File: src/rtl/alu_op_sequencer.sv
`default_nettype none
// ============================================================================
// Module   : alu_op_sequencer
// Purpose  : Per-instruction control sequencer for the ALU datapath. Runs
//            the fetch steps (T0-T2) and the execute steps (T3-T6), decodes
//            the latched IR word, and drives the datapath's bus-enable and
//            register-load strobes as Moore outputs of state and IR.
// Ports    : i_clk          clock, rising edge
//            i_clr          asynchronous active-high reset
//            i_ir           datapath IR: opcode[31:27] ra[26:23] rb[22:19] rc[18:15]
//            i_mem_ready    memory read data valid this cycle
//            i_stop         pause request, sampled at retire and in IDLE
//            o_PCout .. o_MDRout          bus drivers
//            o_MARin .. o_Read            load/control strobes
//            o_reg_out_en / o_reg_out_sel GPR bus source
//            o_reg_in_en  / o_reg_in_sel  GPR bus destination
//            o_operation    ALU op code (valid in T4 only)
//            o_run          high unless halted or in reset
//            o_illegal      one-cycle pulse on an undefined opcode
//            o_instr_count  retired-instruction counter (wraps)
// Macro    : ALU_SEQ_MULDIV_EN enables mul/div (T6, HIin/LOin/ZHighout).
//            Undefined: mul/div opcodes decode as illegal.
// Revision : 1.0 - initial release
// ============================================================================
module alu_op_sequencer #(
    parameter int CNT_W = 16
) (
    input  logic             i_clk,
    input  logic             i_clr,
    input  logic [31:0]      i_ir,
    input  logic             i_mem_ready,
    input  logic             i_stop,
    output logic             o_PCout,
    output logic             o_Zlowout,
    output logic             o_ZHighout,
    output logic             o_MDRout,
    output logic             o_MARin,
    output logic             o_PCin,
    output logic             o_MDRin,
    output logic             o_IRin,
    output logic             o_Yin,
    output logic             o_Zin,
    output logic             o_HIin,
    output logic             o_LOin,
    output logic             o_IncPC,
    output logic             o_Read,
    output logic             o_reg_out_en,
    output logic [3:0]       o_reg_out_sel,
    output logic             o_reg_in_en,
    output logic [3:0]       o_reg_in_sel,
    output logic [4:0]       o_operation,
    output logic             o_run,
    output logic             o_illegal,
    output logic [CNT_W-1:0] o_instr_count
);

    localparam logic [3:0] ST_IDLE = 4'd0;
    localparam logic [3:0] ST_T0   = 4'd1;
    localparam logic [3:0] ST_T1   = 4'd2;
    localparam logic [3:0] ST_T1W  = 4'd3;
    localparam logic [3:0] ST_T2   = 4'd4;
    localparam logic [3:0] ST_T3   = 4'd5;
    localparam logic [3:0] ST_T4   = 4'd6;
    localparam logic [3:0] ST_T5   = 4'd7;
`ifdef ALU_SEQ_MULDIV_EN
    localparam logic [3:0] ST_T6   = 4'd8;
`endif
    localparam logic [3:0] ST_HALT = 4'd9;

    logic [3:0]       r_state;
    logic [3:0]       w_next;
    logic             w_retire;
    logic [CNT_W-1:0] r_count;

    logic [4:0] w_opc;
    logic [3:0] w_ra;
    logic [3:0] w_rb;
    logic [3:0] w_rc;
    logic       w_is_binop;
    logic       w_is_unop;
    logic       w_is_muldiv;
    logic       w_is_nop;
    logic       w_is_halt;
    logic       w_is_alu;
    logic       w_illegal_op;
    logic       w_unused_ir;

    assign w_opc       = i_ir[31:27];
    assign w_ra        = i_ir[26:23];
    assign w_rb        = i_ir[22:19];
    assign w_rc        = i_ir[18:15];
    assign w_unused_ir = ^i_ir[14:0];

    // add..rol occupy the contiguous opcode range 0..8
    assign w_is_binop  = (w_opc <= 5'd8);
    assign w_is_unop   = (w_opc == 5'd17) || (w_opc == 5'd18);
`ifdef ALU_SEQ_MULDIV_EN
    assign w_is_muldiv = (w_opc == 5'd15) || (w_opc == 5'd16);
`else
    assign w_is_muldiv = 1'b0;
`endif
    assign w_is_nop     = (w_opc == 5'd26);
    assign w_is_halt    = (w_opc == 5'd27);
    assign w_is_alu     = w_is_binop | w_is_unop | w_is_muldiv;
    assign w_illegal_op = ~(w_is_alu | w_is_nop | w_is_halt);

    // ------------------------------------------------------------------
    // State register
    // ------------------------------------------------------------------
    always_ff @(posedge i_clk or posedge i_clr) begin
        if (i_clr) begin
            r_state <= ST_IDLE;
        end else begin
            r_state <= w_next;
        end
    end

    // ------------------------------------------------------------------
    // Next-state logic; w_retire marks the cycle an instruction completes
    // ------------------------------------------------------------------
    always_comb begin
        w_next   = r_state;
        w_retire = 1'b0;
        case (r_state)
            ST_IDLE: w_next = i_stop ? ST_IDLE : ST_T0;
            ST_T0:   w_next = ST_T1;
            ST_T1:   w_next = i_mem_ready ? ST_T2 : ST_T1W;
            ST_T1W:  w_next = i_mem_ready ? ST_T2 : ST_T1W;
            ST_T2:   w_next = ST_T3;
            ST_T3: begin
                if (w_is_halt) begin
                    w_next = ST_HALT;
                end else if (w_is_alu) begin
                    w_next = ST_T4;
                end else begin
                    // nop and illegal opcodes both retire straight from decode
                    w_retire = 1'b1;
                    w_next   = i_stop ? ST_IDLE : ST_T0;
                end
            end
            ST_T4:   w_next = ST_T5;
            ST_T5: begin
`ifdef ALU_SEQ_MULDIV_EN
                if (w_is_muldiv) begin
                    w_next = ST_T6;
                end else begin
                    w_retire = 1'b1;
                    w_next   = i_stop ? ST_IDLE : ST_T0;
                end
`else
                w_retire = 1'b1;
                w_next   = i_stop ? ST_IDLE : ST_T0;
`endif
            end
`ifdef ALU_SEQ_MULDIV_EN
            ST_T6: begin
                w_retire = 1'b1;
                w_next   = i_stop ? ST_IDLE : ST_T0;
            end
`endif
            ST_HALT: w_next = ST_HALT;
            default: w_next = ST_IDLE;
        endcase
    end

    // ------------------------------------------------------------------
    // Moore output decode (state + IR only)
    // ------------------------------------------------------------------
    always_comb begin
        o_PCout       = 1'b0;
        o_Zlowout     = 1'b0;
        o_MDRout      = 1'b0;
        o_MARin       = 1'b0;
        o_PCin        = 1'b0;
        o_MDRin       = 1'b0;
        o_IRin        = 1'b0;
        o_Yin         = 1'b0;
        o_Zin         = 1'b0;
        o_IncPC       = 1'b0;
        o_Read        = 1'b0;
        o_reg_out_en  = 1'b0;
        o_reg_out_sel = 4'd0;
        o_reg_in_en   = 1'b0;
        o_reg_in_sel  = 4'd0;
        o_operation   = 5'd0;
        o_illegal     = 1'b0;
`ifdef ALU_SEQ_MULDIV_EN
        o_ZHighout    = 1'b0;
        o_HIin        = 1'b0;
        o_LOin        = 1'b0;
`endif
        case (r_state)
            ST_T0: begin
                o_PCout = 1'b1;
                o_MARin = 1'b1;
                o_IncPC = 1'b1;
                o_Zin   = 1'b1;
            end
            ST_T1: begin
                o_Zlowout = 1'b1;
                o_PCin    = 1'b1;
                o_Read    = 1'b1;
                o_MDRin   = 1'b1;
            end
            // wait states keep the read alive but must not reload PC again
            ST_T1W: begin
                o_Read  = 1'b1;
                o_MDRin = 1'b1;
            end
            ST_T2: begin
                o_MDRout = 1'b1;
                o_IRin   = 1'b1;
            end
            ST_T3: begin
                if (w_is_alu) begin
                    o_reg_out_en  = 1'b1;
                    o_reg_out_sel = w_rb;
                    o_Yin         = 1'b1;
                end else if (w_illegal_op) begin
                    o_illegal = 1'b1;
                end
            end
            ST_T4: begin
                o_reg_out_en  = 1'b1;
                o_reg_out_sel = w_is_unop ? w_rb : w_rc;
                o_Zin         = 1'b1;
                o_operation   = w_opc;
            end
            ST_T5: begin
                o_Zlowout = 1'b1;
`ifdef ALU_SEQ_MULDIV_EN
                if (w_is_muldiv) begin
                    o_LOin = 1'b1;
                end else begin
                    o_reg_in_en  = 1'b1;
                    o_reg_in_sel = w_ra;
                end
`else
                o_reg_in_en  = 1'b1;
                o_reg_in_sel = w_ra;
`endif
            end
`ifdef ALU_SEQ_MULDIV_EN
            ST_T6: begin
                o_ZHighout = 1'b1;
                o_HIin     = 1'b1;
            end
`endif
            default: ;
        endcase
    end

`ifndef ALU_SEQ_MULDIV_EN
    assign o_ZHighout = 1'b0;
    assign o_HIin     = 1'b0;
    assign o_LOin     = 1'b0;
`endif

    // run follows clr directly so it drops with the asynchronous reset
    assign o_run = ~i_clr & (r_state != ST_HALT);

    // ------------------------------------------------------------------
    // Retired-instruction counter
    // ------------------------------------------------------------------
    always_ff @(posedge i_clk or posedge i_clr) begin
        if (i_clr) begin
            r_count <= '0;
        end else if (w_retire) begin
            r_count <= r_count + CNT_W'(1);
        end
    end

    assign o_instr_count = r_count;

endmodule
`default_nettype wire

File: config.mk
export PLATFORM = sky130hd
export DESIGN_NAME = alu_op_sequencer
export DESIGN_NICKNAME = d
export VERILOG_FILES = /design/src/rtl/alu_op_sequencer.sv
export SDC_FILE = /design/constraint.sdc
export NUM_CORES = 1
export LEC_CHECK = 0
export ABC_AREA = 1
export CORE_MARGIN = 3
export CORE_UTILIZATION = 36
export DETAILED_ROUTE_END_ITERATION = 16
export PLACE_DENSITY = 0.76
export RECOVER_POWER = 100
export SLEW_MARGIN = 20
export SYNTH_ARGS = -nofsm -noshare
export SYNTH_HDL_FRONTEND = slang
export SYNTH_SLANG_ARGS = --single-unit
File: constraint.sdc
create_clock -name i_clk -period 2.25 [get_ports i_clk]
set_clock_uncertainty 0.2 [all_clocks]
set_input_delay 0.675 -clock i_clk [delete_from_list [all_inputs] [get_ports i_clk]]
set_output_delay 0.675 -clock i_clk [all_outputs]
set_load 0.03 [all_outputs]
=== Word-level counts from Yosys, hierarchy flattened ===
Cells that the tools add are included.

* Memory bits (writable): 0
* Word-level logic and storage cells: 54
* Register bits: 20
* Memories kept: 0
* Output and inout bits: 47
* Input port bits: 36
* ROM bits: 0
* Latch bits: 0

* $add $sub $neg: 1
* Reductions and logical operators: 6
* Multiply operators: 0
* Shift-type cells: 0
* Order comparisons: 1
* Mux-type cells: 26
* Div/mod/pow operators: 0
* Equality and inequality tests: 13
* Bitwise gates (word level): 5

{| class="wikitable"
|+ Operator list
! cell !! count
|-
| 4-bit one-hot mux with 7 select lines || 1
|-
| 5-bit == test (second input constant) || 4
|-
| 16-bit by 1-bit adder with 16-bit output (second input constant) || 1
|-
| 4-bit by 3-bit == test with 1-bit output (second input constant) || 4
|-
| 4-bit 2-to-1 mux || 4
|-
| 1-bit 2-to-1 mux || 15
|-
| 4-bit by 2-bit == test with 1-bit output (second input constant) || 2
|-
| 4-bit one-hot mux with 2 select lines || 1
|-
| 2-bit OR reduction || 4
|-
| 3-bit 2-to-1 mux || 2
|-
| 5-bit by 4-bit <= comparator with 1-bit output (second input constant) || 1
|-
| 5-bit 2-to-1 mux || 1
|-
| 4-bit by 1-bit == test with 1-bit output (second input constant) || 1
|-
| 4-bit == test (second input constant) || 1
|-
| 4-bit zero test || 1
|-
| 4-bit inequality test (second input constant) || 1
|-
| 1-bit one-hot mux with 2 select lines || 2
|-
| 1-bit bitwise OR || 3
|-
| 1-bit AND || 1
|-
| 1-bit logical OR || 1
|-
| 1-bit NOT || 1
|}

=== Depth between registers and ports, before layout ===
Gate-level depths: netlist (run 1).

* Depth after elaboration: 8
* Mapped depth: 10
* Mapped depth without buffers: 9

=== Worst setup path after synthesis (run 1) ===
OpenSTA, ideal clock, no wires.

* Kind: reg-to-output
* Start point: register r_state[2]
* End point: output port o_Zlowout
* Data required time: 1.375 ns
* Data arrival time: 1.867 ns
* Stages on the path, launching flop included: 6
* Setup slack: -0.492 ns
* Path buffers: 0
* Cells stage by stage: dfrtp_1 > inv_1 > nand2_1 > nor2_1 > inv_1 > o21ai_0

* Longest elaborated chain between the ends: 3
* Elaborated cells between the ends (all ways): 4
* Classes of those cells: eq/ne: 2; mux: 1; reduce/logical: 1

{| class="wikitable"
|+ RTL lines
! item !! RTL line !! text
|-
| from (decl) || 70 || <nowiki>logic [3:0] r_state;</nowiki>
|-
| from (signal assigned) || 114 || <nowiki>r_state <= w_next;</nowiki>
|-
| 4-bit by 3-bit == test with 1-bit output / 4-bit by 2-bit == test with 1-bit output (equally long branches) || 192 || <nowiki>case (r_state)</nowiki>
|-
| 2-bit OR reduction (no source line) (*) || n/a ||
|-
| 1-bit 2-to-1 mux (*) || 192 ||
|-
| to (decl) || 34 || <nowiki>output logic o_Zlowout,</nowiki>
|}

Every way passes the cells marked *; elsewhere a longest branch is shown, timed or not.

=== Worst setup path in the final report (run 1) ===
* Start point: input port i_ir[17]
* End point: output port o_reg_out_sel[2]

* Longest elaborated chain between the ends: 2

{| class="wikitable"
|+ RTL lines
! item !! RTL line !! text
|-
| from (decl) || 30 || <nowiki>input logic [31:0] i_ir,</nowiki>
|-
| 4-bit 2-to-1 mux || 225 || <nowiki>o_reg_out_sel = w_is_unop ? w_rb : w_rc;</nowiki>
|-
| 4-bit one-hot mux with 2 select lines || 192 ||
|-
| to (decl) || 48 || <nowiki>output logic [3:0] o_reg_out_sel,</nowiki>
|}

Every way passes these cells.

==> flow_metrics.py, run 1 <==
metrics = {
    "finish": {
        "instances_no_fill": 402,
        "layout.nets": 390,
        "final_cell_mix": "66 x nand2_1, 40 x buf_6, 25 x inv_1",
        "fill_cells": 304,
        "final_core_util": 0.722,
        "drive_above_1_share": 0.403,
        "layout.cells.most_common": "nand2_1",
        "syn_to_final_growth_pct": 85.0,
        "fin_area_um2": 3030,
        "antenna_cells": 0,
    },
    "grt": {
        "overflow": 0,
        "grt_max_degree": 21,
        "grt_pass1_vias": 1839,
        "grt_use_total": 0.195,
        "grt_pass1_wl_um": 8450,
        "antenna_found_initial": 0,
    },
    "drt": {
        "drc": 0,
        "dr.pass1.iters": 4,
        "vias": 1946,
        "drt-total-wl_um": 5540,
        "wl_per_cell_um": 13.8,
        "antenna_left": 0,
        "post_drt_via_cell_ratio": 4.84,
        "drtIter0Drc": 104,
    },
    "hold_path": {
        "min_from": "o_instr_count[15]",
        "min_path_type": "register to register",
    },
    "power_and_ir_drop": {
        "leakagePower_nw": 1.56,
        "power_density_nw_per_um2": 838,
        "fin_total_pwr_mw": 2.54,
        "ir_drop_v": 0.000902,
    },
    "die": {
        "die_h_um": 73.5,
        "ios": 83,
        "die_w_um": 73.5,
        "core_um2": 4200,
        "initial_core_util": 0.390,
        "die_area_um2": 5400,
        "num_rows": 23,
    },
    "worst_setup_path": {
        "setup.worst_path.start": "i_ir[17]",
        "cp-start-kind": "primary input",
        "worst_path_max_delay_cell": "clkdlybuf4s50_1",
        "path_class": "primary input to output port",
        "endpoint_kind": "output port",
        "path_cells": "clkdlybuf4s50_1 -> inv_1 -> a21oi_1 -> o21ai_1 -> nand2_4 -> buf_6",
        "max_stage_delay_ns": 0.45,
        "cp_data_arrival_time_ns": 1.61,
        "worstPathRequired_ns": 1.37,
        "r2r-start": "r_state[3]",
        "cp_max_fo": 1,
    },
    "outcome": {
        "failed_checks": "negative setup slack",
        "outcome": "finished with violations",
    },
    "cts": {
        "cts_buffers": 3,
        "clk_pin_slew_ns": 0.09,
        "hold_buffers": 0,
        "h-tree-depth": 1,
        "clkLatencyLatePin_ns": 0.27,
        "root_buffer": "clkbuf_8",
        "cts_tree": "done",
        "clock_sinks": 20,
        "clockBufferDepth": 2,
    },
    "synth": {
        "yosys_warnings": 0,
        "netlist_instances": 257,
        "synth_top_area_frac": 0.305,
        "yosysUniqueCellTypes": 27,
        "ys_top_cells_by_area": "dfrtp_1 31%, nand2_1 19%, nor2_1 8.0%",
        "synth_seq_cells": 20,
        "syn_area_per_cell_um2": 6.38,
        "syn_area_um2": 1640,
        "ys_seq_area_frac": 0.305,
        "synth_area_leader_cell": "dfrtp_1",
    },
    "placed_design": {
        "dp_cells": 384,
        "portBuffers": 64,
        "place.gp.congestion": 0.807,
        "dp.final_hpwl_um": 3390,
        "dp_slack_ns": -0.861,
        "placed_area_um2": 2540,
    },
    "timing": {
        "setup_viol": 27,
        "setup_tns_ns": -3.29,
        "hold_viol_final": 0,
        "relSlewSlack": 0.634,
        "holdWs_ns": 0.385,
        "min_period_over_period": 1.10,
        "rsz0062_at_grt": "yes",
        "fin_ws_ns": -0.235,
        "fmax_mhz": 402,
        "fin_crit_ns": 2.48,
        "worstMarginPinSlew_ns": 0.549,
        "report.final.slew_viol_count": 0,
    },
    "job": {
        "maxCapViolations": 0,
    },
}
[synth_stat cells, drive strengths merged]
cell type and n:
a21oi 4, a31oi 1, buf 11, clkbuf 2, conb 1, dfrtp 20
ha 1, inv 36, nand2 93, nand3 25, nand4 5, nor2 37
nor3 4, o211ai 1, o21ai 8, o31ai 1, xnor2 4, xor2 3
[flip-flops by register name (all words and copies together) (netlist names)]
name,flops
r_state,4
o_instr_count,16
[layer usage]
layer	share of wire	vias up	global-route usage
met5	0	-	0
met4	0.0076	0	0.0121
met3	0.065	6	0.0506
met2	0.52	61	0.341
met1	0.41	896	0.253
li1	-	983	-
[logic make-up (layout without fill, tap and decap cells)]
family                   Yosys count  count (layout)  synth area share
adder cells (fa/ha/maj)            1               1           0.00763
other                              1               3           0.00229
XOR/XNOR                           7               7            0.0374
buffers and inverters             49             141             0.156
flip-flops                        20              20             0.305
AO/OA/AOI/OAI                     15              15            0.0496
AND/OR/NAND/NOR                  164             165             0.442
[what timing repair did]
action	in CTS	in global routing
buffers inserted	10	3
pin swaps	13	14
endpoints found under the setup margin	48	26
resized for setup	97	41
cloned	1	0
[cell type report]
| cell class | count | area, µm² | share of cell area |
|---|---|---|---|
| clock buffers | 3 | 41.3 | 0.0136 |
| clock inverters | 1 | 30.0 | 0.00990 |
| inverters | 36 | 163 | 0.0536 |
| multi-input cells | 191 | 1230 | 0.406 |
| flip-flops and latches | 20 | 502 | 0.165 |
| well taps | 50 | 62.6 | 0.0206 |
| repair buffers | 101 | 1000 | 0.331 |
[worst max-delay path, delay by kind of cell]
kind	cells	cell delay (ns)
buffers and inverters	3	0.61
AND/OR/NAND/NOR	1	0.07
AO/OA/AOI/OAI	2	0.26
[worst paths after layout]
| path | cells after the start | end | slack (ns) |
|---|---|---|---|
| setup / recovery | 6 | o_reg_out_sel[2] | -0.23 |
| hold / removal | 2 | o_instr_count[15] | 0.39 |
| setup reg to reg | 9 | o_instr_count[0] | 0.27 |
| hold reg to reg | 2 | o_instr_count[15] | 0.39 |
| max in group asynchronous | 4 | r_state[1] | 0.82 |
| min in group asynchronous | 4 | r_state[3] | 0.62 |
[report_power, final]
group / leakage [nW] / total, mW / internal, mW / switching, mW
sequential: 0.270 / 0.469 / 0.414 / 0.0548
clock: 0.0357 / 0.377 / 0.238 / 0.139
combinational: 1.25 / 1.70 / 0.697 / 0.999
total: 1.56 / 2.54 / 1.35 / 1.19
No activity file was read; power rests on OpenSTA's default activity.
==> inputs of run 2 (changes only) <==
- ABC_CLOCK_PERIOD_IN_PS: not set -> 2250
==> results of run 2 <==
No change in the layout: final DEF, timing and power equal those of run 1.
